File: src/rtl/map_table_recovery_ctrl.sv
// rtl/map_table_recovery_ctrl.sv - branch recovery sequencer for the rename map table
// Frees or restores checkpoints, falls back to a youngest-first ROB walk, then rolls back the ROB tail.
module map_table_recovery_ctrl #(
    parameter int NUM_ARCH_REGS      = 32,
    parameter int NUM_PHYS_REGS      = 64,
    parameter int ROB_DEPTH          = 16,
    parameter int CHECKPOINT_COLUMNS = 4,
    localparam int AW = $clog2(NUM_ARCH_REGS),
    localparam int PW = $clog2(NUM_PHYS_REGS),
    localparam int RW = $clog2(ROB_DEPTH),
    localparam int CW = $clog2(CHECKPOINT_COLUMNS)
) (
    input  logic          CLK,
    input  logic          RST,
    input  logic          resolve_valid,
    input  logic          resolve_mispredict,
    input  logic [RW-1:0] resolve_ROB_index,
    input  logic          resolve_has_checkpoint,
    input  logic [CW-1:0] resolve_safe_column,
    input  logic [RW-1:0] rob_tail_index,
    output logic [RW-1:0] rob_read_index,
    input  logic          rob_read_dest_valid,
    input  logic [AW-1:0] rob_read_dest_arch_reg_tag,
    input  logic [PW-1:0] rob_read_safe_phys_reg_tag,
    input  logic [PW-1:0] rob_read_speculated_phys_reg_tag,
    output logic          revert_valid,
    output logic [AW-1:0] revert_dest_arch_reg_tag,
    output logic [PW-1:0] revert_safe_dest_phys_reg_tag,
    output logic [PW-1:0] revert_speculated_dest_phys_reg_tag,
    output logic          restore_checkpoint_valid,
    output logic          restore_checkpoint_speculate_failed,
    output logic [RW-1:0] restore_checkpoint_ROB_index,
    output logic [CW-1:0] restore_checkpoint_safe_column,
    input  logic          restore_checkpoint_success,
    output logic          rob_rollback_valid,
    output logic [RW-1:0] rob_rollback_tail_index,
    output logic          busy
);

    typedef enum logic [2:0] {
        S_IDLE,
        S_FREE_CKPT,
        S_RESTORE,
        S_WALK,
        S_DONE
    } state_t;

    localparam logic [RW-1:0] ONE = RW'(1);

    state_t        state_q;
    logic [RW-1:0] br_idx_q;
    logic [RW-1:0] walk_ptr_q;
    logic [CW-1:0] safe_col_q;

    logic [RW-1:0] tail_m1;
    logic [RW-1:0] br_plus1;
    logic          walking;
    logic          done;

    assign tail_m1  = rob_tail_index - ONE;
    assign br_plus1 = br_idx_q + ONE;
    assign walking  = (state_q == S_WALK);
    assign done     = (state_q == S_DONE);

    always_ff @(posedge CLK) begin
        if (RST) begin
            state_q    <= S_IDLE;
            br_idx_q   <= '0;
            walk_ptr_q <= '0;
            safe_col_q <= '0;
        end else begin
            case (state_q)
                S_IDLE: begin
                    if (resolve_valid) begin
                        br_idx_q   <= resolve_ROB_index;
                        safe_col_q <= resolve_safe_column;
                        walk_ptr_q <= tail_m1;
                        if (!resolve_mispredict)
                            state_q <= resolve_has_checkpoint ? S_FREE_CKPT : S_IDLE;
                        else if (resolve_has_checkpoint)
                            state_q <= S_RESTORE;
                        else
                            state_q <= (tail_m1 == resolve_ROB_index) ? S_DONE : S_WALK;
                    end
                end
                S_FREE_CKPT: state_q <= S_IDLE;
                S_RESTORE: begin
                    // A refused restore means the checkpoint no longer matches; walk from the current tail.
                    if (restore_checkpoint_success) begin
                        state_q <= S_DONE;
                    end else begin
                        walk_ptr_q <= tail_m1;
                        state_q    <= (tail_m1 == br_idx_q) ? S_DONE : S_WALK;
                    end
                end
                S_WALK: begin
                    if (walk_ptr_q == br_plus1)
                        state_q <= S_DONE;
                    else
                        walk_ptr_q <= walk_ptr_q - ONE;
                end
                S_DONE:  state_q <= S_IDLE;
                default: state_q <= S_IDLE;
            endcase
        end
    end

    assign busy                                = (state_q != S_IDLE);
    assign restore_checkpoint_valid            = (state_q == S_FREE_CKPT) || (state_q == S_RESTORE);
    assign restore_checkpoint_speculate_failed = (state_q == S_RESTORE);
    assign restore_checkpoint_ROB_index        = restore_checkpoint_valid ? br_idx_q : '0;
    assign restore_checkpoint_safe_column      = restore_checkpoint_valid ? safe_col_q : '0;

    assign rob_read_index                      = walking ? walk_ptr_q : '0;
    assign revert_valid                        = walking && rob_read_dest_valid;
    assign revert_dest_arch_reg_tag            = walking ? rob_read_dest_arch_reg_tag : '0;
    assign revert_safe_dest_phys_reg_tag       = walking ? rob_read_safe_phys_reg_tag : '0;
    assign revert_speculated_dest_phys_reg_tag = walking ? rob_read_speculated_phys_reg_tag : '0;

    assign rob_rollback_valid                  = done;
    assign rob_rollback_tail_index             = done ? br_plus1 : '0;

    always_ff @(posedge CLK) begin
        if (!RST) begin
            if (state_q == S_FREE_CKPT)
                assert (restore_checkpoint_success);
            if (busy)
                assert (!resolve_valid);
            assert (!(revert_valid && restore_checkpoint_valid));
        end
    end

endmodule

File: config.mk
export PLATFORM = sky130hd
export DESIGN_NAME = map_table_recovery_ctrl
export DESIGN_NICKNAME = d
export VERILOG_FILES = /design/src/rtl/map_table_recovery_ctrl.sv
export SDC_FILE = /design/constraint.sdc
export NUM_CORES = 1
export LEC_CHECK = 0
export ABC_CLOCK_PERIOD_IN_PS = 4200
export CORE_MARGIN = 2
export CORE_UTILIZATION = 27
export CTS_CLUSTER_DIAMETER = 100
export DETAILED_ROUTE_END_ITERATION = 7
export GPL_ROUTABILITY_DRIVEN = 1
export HOLD_SLACK_MARGIN = 0.08
export SLEW_MARGIN = 20
export SYNTH_ARGS = -nofsm -noshare
export SYNTH_HDL_FRONTEND = slang
export SYNTH_SLANG_ARGS = --single-unit
File: constraint.sdc
create_clock -name CLK -period 4.2 [get_ports CLK]
set_input_delay 0.63 -clock CLK [delete_from_list [all_inputs] [get_ports CLK]]
set_output_delay 0.63 -clock CLK [all_outputs]
set_load 0.1 [all_outputs]
==> metrics.md <==
| Metric | Value |
|---|---|
| CTS tree | `done` |
| Die height | `70.2 µm` |
| Cell with the most instances after synthesis | `and2_1` |
| Placer Congestion | `0.764` |
| # IOs | `70` |
| F_max | `0.316 GHz` |
| EDFF count, synth | `0` |
| Area leader, netlist | `dfxtp_1` |
| Leak | `0.805 nW` |
| Initial drt markers | `71` |
| RSZ-0062 raised after global routing | `no` |
| Main synth FF type | `dfxtp_1` |
| Post-CTS Repair Setup Buffers | `0` |
| # hold bufs at CTS | `0` |
| Routed vias | `1,191` |
| Count of pins over their slew limit | `0` |
| Worst-Margin Slew | `0.987 ns` |
| Netlist cell types | `32` |
| Max-slew headroom | `34.0%` |
| Initial core utilization | `27.6%` |
| Avg Inst Size Synth | `7.79 µm²` |
| # DRC | `0` |
| Critical Path Sink Type | `output port` |
| Vias in the first global route | `1,169` |
| GRT Resource Usage Total | `14.1%` |
| Post-synth ARST share | `0%` |
| Detailed-route wire length | `3.27 mm` |
| End point of the critical path | `rob_read_index[0]` |
| Start point of the critical path | `state_q[1]` |
| Seq/Total Area, Yosys | `22.0%` |
| PwrDens | `256 mW/mm²` |
| Antenna-violating nets left | `0` |
| Hold WS | `0.493 ns` |
| Routed vias/inst | `4.43` |
| DIE WIDTH | `70.2 µm` |
| Max Cap Viol | `0` |
| Mapped Nets | `189` |
| Cell depth of the worst flop-to-flop path | `6` |
| Core area | `0.00429 mm²` |
| DR pass1 iterations | `4` |
| Largest net degree at the start of global routing | `26` |
| Share of the synthesized area in the top cell type | `22.0%` |
| CTS H-Tree Depth | `1` |
| Layout cells sized above 1 | `12.9%` |
| Max Root-Sink Buffers | `2` |
| Final setup violation count | `0` |
| Worst-path clk slew | `0.06 ns` |
| Clock skew | `0.00197 ns` |
| Die Area | `0.00493 mm²` |
| Synth top area cells | `dfxtp_1 (22%), and2_1 (15%), xnor2_1 (8.9%)` |
| Clk root buf | `clkbuf_8` |
| Max IR drop VDD | `162 µV` |
| P&R area growth vs syn | `60.7%` |
| IO buf count | `69` |
| Final cell count without fillers | `269` |
| Antenna Cells | `0` |
| Final Hold Viols | `0` |
| Status | `finished clean` |
| Synth Instances | `152` |
| Crit path required time | `3.57 ns` |
| Worst hold-check path type | `flip-flop to flip-flop` |
| DP HPWL | `2.66 mm` |
| Num CTS Buffers | `3` |
| CTS sink count | `13` |
| Setup TNS | `0 ns` |
| CP Data Arrival Time | `2.53 ns` |
| Mapped cell area | `0.00118 mm²` |
| Yosys warnings | `0` |
| # rows | `24` |
| Commonest cells in the netlist | `and2_1 (28), nor2_1 (18), dfxtp_1 (13)` |
| Final net count | `255` |
| Reg2Reg Capture Point | `walk_ptr_q[1]` |
| Min Tclk post-route | `3.16 ns` |
| Critical Path Fanout Max | `8` |
| Yosys reg bits | `13` |
| R2R Path Start | `br_idx_q[0]` |
| WL/cell | `12.2 µm` |
| First-pass GRT wire length | `5.63 mm` |
| Post-CTS Resized | `0` |
| Dpl cells | `265` |
| Gr ovfl total | `0` |
| Critical path class | `flip-flop to output port` |
| Clk Latency, worst-skew pair | `0.24 ns` |
| Number of fillers in the final layout | `456` |
| Multi-input gate area | `861 µm²` |
| Final Cycle Share | `75.3%` |
| R2r setup slk | `2.18 ns` |
| Seq. cell area | `260 µm²` |
| Startpoint Class | `flip-flop` |
| Antenna violations before repair | `0` |
per-layer routing:
layer / global-route usage (%) / up-vias / part of all wire [%]
met2: 22.5 / 17 / 49
met3: 2.89 / 4 / 3.1
li1: - / 630 / -
met4: 3.85 / 0 / 0.89
met1: 19.3 / 540 / 47
met5: 0 / - / 0
worst min-delay path by stage:
stage / cells after the start / start / slack (ns) / end
2_1_floorplan: 2 / safe_col_q[0] / 0.45 / safe_col_q[0]
6_report: 2 / safe_col_q[1] / 0.49 / safe_col_q[1]
4_1_cts: 2 / safe_col_q[1] / 0.50 / safe_col_q[1]
3_3_place_gp: 2 / safe_col_q[0] / 0.47 / safe_col_q[0]
5_1_grt: 2 / safe_col_q[0] / 0.53 / safe_col_q[0]
3_5_place_dp: 2 / safe_col_q[1] / 0.48 / safe_col_q[1]
critical path, stage by stage (launching register included):
cell and delay [ns]:
dfxtp_1 0.46, nor2b_1 0.29, nand2_1 0.23, nor2_1 0.15
clkdlybuf4s50_1 1.15
flip-flops by register name (all words and copies together) (netlist names):
| register | cells |
|---|---|
| state_q | 3 |
| br_idx_q | 4 |
| walk_ptr_q | 4 |
| safe_col_q | 2 |
logic make-up (layout without fill, tap and decap cells):
logic type	Yosys count	count (layout)	synth area share (%)
multiplexers	8	8	6.77
XOR/XNOR	20	20	17.5
AND/OR/NAND/NOR	71	71	32.9
adder cells (fa/ha/maj)	3	3	3.17
buffers and inverters	16	81	5.29
flip-flops	13	13	22.0
AO/OA/AOI/OAI	21	21	12.4
cell type report:
| type | count | area share [%] |
|---|---|---|
| Multi-Input combinational cell | 123 | 45.3 |
| Timing Repair Buffer | 69 | 33.7 |
| Sequential cell | 13 | 13.7 |
| Tap cell | 52 | 3.42 |
| Clock buffer | 4 | 2.37 |
| Inverter | 8 | 1.58 |
power by group:
part	total (mW)	leakage, nW	switching (mW)	internal (mW)
Combinational	0.222	0.676	0.129	0.0932
Sequential	0.151	0.107	0.0166	0.135
Clock	0.114	0.0228	0.0469	0.0671
Total	0.487	0.805	0.193	0.295
layout by cell type, fill, tap and decap left out, drive strengths merged, types with 2 or more instances in the layout:
cell type      synthesis  layout
clkdlybuf4s50          0      49
and2                  28      28
buf                    2      20
nor2                  18      18
dfxtp                 13      13
xnor2                 12      12
inv                    8       8
mux2i                  8       8
nor3                   7       7
nand2                  6       6
xor2                   6       6
o21ai                  6       6
a21oi                  6       6
clkbuf                 6       4
and3                   3       3
a31oi                  3       3
ha                     3       3
nand3                  3       3
nand2b                 2       2
through the flow:
step / setup slack (ns) / instance area [µm²] / util (%) / power, mW
6_report: 1.04 / 1900 / 44.3 / 0.487
5_1_grt: 0.846 / 1900 / 44.3 / 0.518
4_1_cts: 1.01 / 1900 / 44.3 / 0.494
3_5_place_dp: 1.30 / 1860 / 43.2 / 0.377
3_3_place_gp: 1.34 / 1860 / 43.2 / 0.376
2_1_floorplan: 0.633 / 1180 / - / 0.310
No activity file was read; power rests on OpenSTA's default activity.
